--- config.mk ---
export PLATFORM = sky130hd
export DESIGN_NAME = shape_cmd_sequencer
export DESIGN_NICKNAME = d
export VERILOG_FILES = /design/src/rtl/shape_cmd_sequencer.sv
export SDC_FILE = /design/constraint.sdc
export NUM_CORES = 1
export LEC_CHECK = 0
export CAP_MARGIN = 20
export CORE_MARGIN = 1.5
export CORE_UTILIZATION = 55
export CTS_BUF_LIST = sky130_fd_sc_hd__clkbuf_8 sky130_fd_sc_hd__clkbuf_16
export DETAILED_ROUTE_END_ITERATION = 6
export PLACE_DENSITY_LB_ADDON = 0.25
export SYNTH_ARGS = -nofsm -noshare
export SYNTH_HDL_FRONTEND = slang
export SYNTH_SLANG_ARGS = --single-unit
--- constraint.sdc ---
create_clock -name clk -period 5.93 [get_ports clk]
set_input_delay 1.186 -clock clk [delete_from_list [all_inputs] [get_ports clk]]
set_output_delay 1.186 -clock clk [all_outputs]
set_load 0.01 [all_outputs]
--- src/rtl/shape_cmd_sequencer.sv ---
// shape_cmd_sequencer: buffers SFR access commands in a FIFO and replays them one at a time
// as single-cycle strobes. The optional write filter is enabled by SHAPE_CMD_SEQ_SHAPE_FILTER_EN.
module shape_cmd_sequencer #(
    parameter int DEPTH        = 4,
    parameter int READ_LATENCY = 1
) (
    input  logic        clk,
    input  logic        rst_n,
    input  logic        req_valid,
    output logic        req_ready,
    input  logic        req_write,
    input  logic [31:0] req_data,
    output logic        rsp_valid,
    input  logic        rsp_ready,
    output logic [31:0] rsp_data,
    output logic        rsp_error,
    output logic        sfr_write,
    output logic [31:0] sfr_write_data,
    output logic        sfr_read,
    input  logic [31:0] sfr_read_data,
    input  logic        sfr_error,
    output logic [7:0]  reject_cnt,
    output logic [1:0]  dbg_state
);
    // Both channels transfer on a rising edge where valid && ready; once raised, rsp_valid and
    // rsp_data/rsp_error hold until that edge, and req_ready never depends on req_valid.
    localparam int AW = $clog2(DEPTH);
    localparam int CW = AW + 1;

    typedef enum logic [1:0] {
        IDLE  = 2'd0,
        ISSUE = 2'd1,
        WAIT  = 2'd2,
        RESP  = 2'd3
    } state_t;

    state_t state, state_next;

    logic [31:0]   fifo_data  [DEPTH];
    logic          fifo_write [DEPTH];
    logic [AW-1:0] wr_ptr;
    logic [AW-1:0] rd_ptr;
    logic [CW-1:0] count;
    logic          push;
    logic          pop;
    logic          empty;
    logic          head_write;
    logic [31:0]   head_data;
    logic          filter_hit;
    logic          issue;
    logic          reject;
    logic          capture;
    logic          cmd_write;
    logic [2:0]    wait_cnt;

    assign empty      = (count == '0);
    assign req_ready  = (count != CW'(DEPTH));
    assign push       = req_valid && req_ready;
    assign head_write = fifo_write[rd_ptr];
    assign head_data  = fifo_data[rd_ptr];
    assign dbg_state  = state;

`ifdef SHAPE_CMD_SEQ_SHAPE_FILTER_EN
    assign filter_hit = head_write && (head_data[17:16] == 2'b11);
`else
    assign filter_hit = 1'b0;
`endif

    always_ff @(posedge clk) begin
        if (push) begin
            fifo_data[wr_ptr]  <= req_data;
            fifo_write[wr_ptr] <= req_write;
        end
    end

    always_ff @(posedge clk or negedge rst_n) begin
        if (!rst_n) begin
            wr_ptr <= '0;
            rd_ptr <= '0;
            count  <= '0;
        end else begin
            if (push) begin
                wr_ptr <= wr_ptr + AW'(1);
            end
            if (pop) begin
                rd_ptr <= rd_ptr + AW'(1);
            end
            if (push && !pop) begin
                count <= count + CW'(1);
            end else if (pop && !push) begin
                count <= count - CW'(1);
            end
        end
    end

    always_ff @(posedge clk or negedge rst_n) begin
        if (!rst_n) begin
            state <= IDLE;
        end else begin
            state <= state_next;
        end
    end

    always_comb begin
        state_next = state;
        pop        = 1'b0;
        issue      = 1'b0;
        reject     = 1'b0;
        capture    = 1'b0;
        case (state)
            IDLE: begin
                if (!empty) begin
                    pop = 1'b1;
                    if (filter_hit) begin
                        reject     = 1'b1;
                        state_next = RESP;
                    end else begin
                        issue      = 1'b1;
                        state_next = ISSUE;
                    end
                end
            end
            ISSUE: state_next = WAIT;
            WAIT: begin
                // The counter is loaded with READ_LATENCY, so reaching zero lands on the
                // edge where the SFR block presents its result.
                if (wait_cnt == 3'd1) begin
                    capture    = 1'b1;
                    state_next = RESP;
                end
            end
            RESP: begin
                if (rsp_ready) begin
                    state_next = IDLE;
                end
            end
            default: state_next = IDLE;
        endcase
    end

    always_ff @(posedge clk or negedge rst_n) begin
        if (!rst_n) begin
            sfr_write      <= 1'b0;
            sfr_read       <= 1'b0;
            sfr_write_data <= '0;
            cmd_write      <= 1'b0;
            wait_cnt       <= '0;
        end else begin
            sfr_write <= issue && head_write;
            sfr_read  <= issue && !head_write;
            if (issue) begin
                cmd_write <= head_write;
                if (head_write) begin
                    sfr_write_data <= head_data;
                end
            end
            if (state == ISSUE) begin
                wait_cnt <= 3'(READ_LATENCY);
            end else if (state == WAIT) begin
                wait_cnt <= wait_cnt - 3'd1;
            end
        end
    end

    always_ff @(posedge clk or negedge rst_n) begin
        if (!rst_n) begin
            rsp_valid <= 1'b0;
            rsp_data  <= '0;
            rsp_error <= 1'b0;
        end else if (capture) begin
            rsp_valid <= 1'b1;
            rsp_data  <= cmd_write ? 32'h0 : sfr_read_data;
            rsp_error <= sfr_error;
        end else if (reject) begin
            rsp_valid <= 1'b1;
            rsp_data  <= '0;
            rsp_error <= 1'b1;
        end else if (rsp_valid && rsp_ready) begin
            rsp_valid <= 1'b0;
        end
    end

`ifdef SHAPE_CMD_SEQ_SHAPE_FILTER_EN
    always_ff @(posedge clk or negedge rst_n) begin
        if (!rst_n) begin
            reject_cnt <= '0;
        end else if (reject && (reject_cnt != 8'hff)) begin
            reject_cnt <= reject_cnt + 8'd1;
        end
    end
`else
    assign reject_cnt = 8'd0;
`endif

endmodule

After elaboration in Yosys (flattened, before gate mapping)
Memory sizes are Yosys's and may differ from the RTL's. A register that Yosys moved wholly into a read port is not among the register bits.
Cells that the tools add are included.
{"block": "totals", "reg_bits": 49, "latch_bits": 0, "ram_bits": 132, "mem_bits_ro": 0, "input_bits": 70, "out_inout_bits": 79, "memories": 2}
{"memory": "fifo_data", "words": 4, "word_bits": 32, "read_ports": 1, "rd_clocked_by_memory_dff": 1, "write_ports": 1, "line_no": "39", "source": "logic [31:0] fifo_data [DEPTH];"}
{"memory": "fifo_write", "words": 4, "word_bits": 1, "read_ports": 1, "rd_clocked_by_memory_dff": 0, "write_ports": 1, "line_no": "40", "source": "logic fifo_write [DEPTH];"}
{"block": "classes", "add_sub_neg": 5, "mul": 0, "div": 0, "order_cmp": 0, "eq_ne": 8, "shift": 0, "n_mux": 19, "bitwise_logic": 0, "n_reduce_logical": 17}
{"cell": "two-way mux 32 bit", "n": 2}
{"cell": "two-way mux 3 bit", "n": 4}
{"cell": "two-way mux 1 bit", "n": 9}
{"cell": "one-hot mux 2 bit (4 select lines)", "n": 1}
{"cell": "logical AND 1 bit", "n": 6}
{"cell": "two-way mux 2 bit", "n": 3}
{"cell": "!= test 2 bit, second input constant", "n": 3}
{"cell": "nonzero test 2 bit", "n": 3}
{"cell": "subtractor 3 x 1 -> 3 bit, second input constant", "n": 2}
{"cell": "adder 2 x 1 -> 2 bit, second input constant", "n": 2}
{"cell": "== test 2 bit, second input constant", "n": 2}
{"cell": "zero test 1 bit", "n": 4}
{"cell": "adder 3 x 1 -> 3 bit, second input constant", "n": 1}
{"cell": "== test 3 x 1 -> 1 bit, second input constant", "n": 1}
{"cell": "zero test 3 bit", "n": 1}
{"cell": "!= test 3 bit, second input constant", "n": 1}
{"cell": "AND reduction 3 bit", "n": 1}
{"cell": "== test 2 x 1 -> 1 bit, second input constant", "n": 1}
{"cell": "zero test 2 bit", "n": 1}
{"cell": "AND reduction 2 bit", "n": 1}

Logic depth before layout (Yosys ltp)
{"block": "logic_depth", "depth_word": 6, "mapped_depth": 9, "ltp_nobuf": 9}

Least setup slack after synthesis
OpenSTA, ideal clock, no wires.
{"block": "synth_path", "path_type": "input-to-reg", "start": "in req_valid", "end": "mem fifo_data[0][0] (enable)", "setup_ns": 0.393, "arrival_time_ns": 2.420, "slack_ns": 3.117, "stages": 2, "path_buffers": 0, "path_cell_list": "a21boi_1 > and2_1"}
{"block": "synth_via", "elab_chain_len": 3}
{"element": "start: declaration", "line_no": "9", "source": "input logic req_valid,"}
{"element": "logical AND 1 bit", "line_no": "58", "source": "assign push = req_valid && req_ready;"}
{"element": "two-way mux 1 bit", "line_no": "70", "source": "if (push) begin"}
{"element": "two-way mux 1 bit (implied by the code)", "line_no": "71", "source": "fifo_data[wr_ptr] <= req_data;"}
{"element": "end: declaration", "line_no": "39"}
Every way passes these cells.

Worst setup path in the final report
{"block": "layout_path", "start": "reg rd_ptr[0]", "end": "reg sfr_write_data[18], read port of fifo_data"}
{"block": "layout_via", "elab_chain_len": 2}
{"element": "start: declaration", "line_no": "42", "source": "logic [AW-1:0] rd_ptr;"}
{"element": "start signal: assignment", "line_no": "86", "source": "rd_ptr <= rd_ptr + AW'(1);"}
{"element": "memory (4 x 1 bit)"}
{"element": "AND reduction 2 bit (no line)"}
{"element": "end: declaration", "line_no": "18", "source": "output logic [31:0] sfr_write_data,"}
Parallel ways exist; a longest one is shown, timed or not.
A chain may end at the register's enable or synchronous reset.

==> impl_metrics.yaml <==
outcome:
  status: "finished clean"
clocking:
  post_cts_buffers: 0
  clockRootBuffer: "clkbuf_16"
  cts.path.max_buffers: 3
  cts_resized: 0
  cts.sinks: 213
  cts_tree: "yes"
  clk_transition_reported_paths_ps: 60
  cts_hold_buf: 0
  cts-htree-levels: 1
  clk_latency_ps: 500
  cts_made_buffers: 22
setup_path:
  critPathKind: "reg -> reg"
  reg2reg_slack_ps: 3010
  critPathArrivalTime_ps: 3300
  critPathRequiredTime_ps: 6320
  end_kind: "register"
  cp_max_fo: 35
  critPathLaunchType: "register"
logic_synthesis:
  synthXorXnorAreaFrac: 0.00627
  yosysUniqueCellTypes: 35
  avgSynthCellArea_sq_um: 17.9
  synth_flop_cell: "edfxtp_1"
  synth_compound_area_frac: 0.0267
  synth_edf_count: 132
  yosysWarnings: 0
  syn_inst: 469
  synth-adder-area-share: 0.0188
  synthMuxAreaShare: 0.151
  synth_top_family_by_area: "multiplexers"
  yosys.area_share.simple: 0.0515
  syn_area_sq_um: 8380
  seq_area_frac_synth: 0.715
  ys_seq_elements: 213
  async_flop_share: 0.380
sta:
  rsz0062_at_grt: "no"
  hold_violations: 0
  fmax_ghz: 0.343
  drv_slew: 0
  slew_headroom: 0.401
  fin_hold_ws_ps: 477
  skew_ps: 14.5
  finalWorstSetupSlack_ps: 3010
  tns_ps: 0
  tightestPinTransition_ps: 898
  fin_crit_sh: 0.492
  setup_violations: 0
  period_minus_slack_ps: 2920
global_route:
  grt_pass1_wl_um: 25500
  top_usage_layer: "met2"
  met3_usage: 0.0413
  grt_max_degree: 82
  antenna_found_initial: 0
  met1_usage: 0.285
  grt-ovfl-total: 0
  grt_pass1_vias: 4689
  globalRouteTotalUtil: 0.208
  grtUsageMet2: 0.346
detailed_routing:
  vias: 4412
  ant_nets: 0
  drt_first_pass_iters: 4
  routedWlPerCell_um: 19.5
  post-route-drc-count: 0
  drt_iter0_markers: 286
  drt-total-wl_um: 15900
  via_per_inst: 5.42
placement:
  hpwl_um: 9470
  placement.io_buffers: 140
  place_congestion: 0.767
  pre_cts_ws_ps: 2590
final_layout:
  nets: 696
  area_growth_pct: 26.0
  final_util: 0.719
  layout_commonest_cell: "clkdlybuf4s50_1"
  drive_gt1_frac: 0.179
  final_cell_mix: "clkdlybuf4s50_1 (139), edfxtp_1 (132), dfrtp_1 (79)"
  n_antenna_cell: 0
floorplan:
  core_area_sq_um: 14700
  rows: 44
  die-area_sq_um: 16000
  die_x_um: 126
  floorplan.initialDensity: 0.570
  die-height_um: 126
  io_pins: 149
pwr:
  p_leak_nw: 4.09
  power_mw: 5.57
  vdd_drop_max_mv: 0.321
  power_density_nw_per_um2: 527
hold_path:
  hold_path.class: "reg -> reg"
job:
  maxCapViolCount: 0
cell usage after synthesis, types with 3 or more instances:
library cell	count	area [sq um]
o21ai_1	8	40.0
mux2_4	28	420
xnor2_1	3	26.3
ha_1	11	138
nand2_1	38	143
mux2_1	4	45.0
xor2_1	3	26.3
inv_1	10	37.5
buf_4	8	60.1
o21ai_0	26	130
buf_2	4	20.0
nand2b_1	33	206
and2_1	4	25.0
buf_12	3	60.1
edfxtp_1	132	3960
nor2_1	8	30.0
dfrtp_1	81	2030
mux2_2	5	56.3
clkbuf_1	12	45.0
mux4_2	33	743
final timing paths:
| path | start | end | cells past startpoint |
|---|---|---|---|
| worst max register to register | rd_ptr[0] | sfr_write_data[18] | 5 |
| worst max-delay path | rd_ptr[0] | sfr_write_data[18] | 5 |
| max in group asynchronous | rst_n | sfr_write_data[6] | 2 |
| worst min register to register | rsp_data[1] | rsp_data[1] | 2 |
| min in group asynchronous | rst_n | rsp_data[1] | 1 |
| worst min-delay path | rsp_data[1] | rsp_data[1] | 2 |
where the power goes:
part	internal, mW	leakage (nW)	switching, mW	total [mW]
clock network	0.750	0.357	0.554	1.30
logic	1.10	1.53	0.810	1.91
registers	2.06	2.20	0.285	2.35
logic make-up (layout without fill, tap and decap cells):
kind of cell,count (synthesis),after routing
compound gates,39,39
flops,213,213
mux,70,70
xor+xnor,6,6
other cells,1,8
simple gates,87,87
buf+inv,41,195
fa+ha+maj,12,12
per-stage QoR:
| stage | area [sq um] | std cells |
|---|---|---|
| finish | 10600 | 814 |
| CTS | 10500 | 813 |
| global route | 10600 | 814 |
| detailed placement | 9850 | 773 |
| global placement | 9850 | 773 |
| floorplan | 8410 | 476 |
state kept, by name (all words and copies together) (netlist names), 2 cells and up:
register,count
count,3
dbg_state,2
fifo_data,128
fifo_write,4
rd_ptr,2
rsp_data,32
sfr_write_data,32
wait_cnt,3
wr_ptr,2
worst max-delay path, stage by stage, from the launching register on:
cell	delay, ps
dfrtp_2	340
buf_4	540
mux4_2	610
nand2b_2	490
buf_4	450
mux2_1	350
routing by layer:
| layer | wire length (um) | up-vias |
|---|---|---|
| met2 | 7710 | 190 |
| met4 | 303 | 0 |
| li1 | - | 1999 |
| met3 | 1170 | 26 |
| met1 | 6710 | 2197 |
| met5 | 0 | - |
final cells by class:
type	instances	area, sq um
Tap cell	184	230
Fill cell	893	4140
Timing Repair Buffer	144	1440
Inverter	11	41.3
Sequential cell	213	5990
Clock inverter	17	116
Clock buffer	23	576
Multi-Input combinational cell	222	2170
No activity file was read; power rests on OpenSTA's default activity.
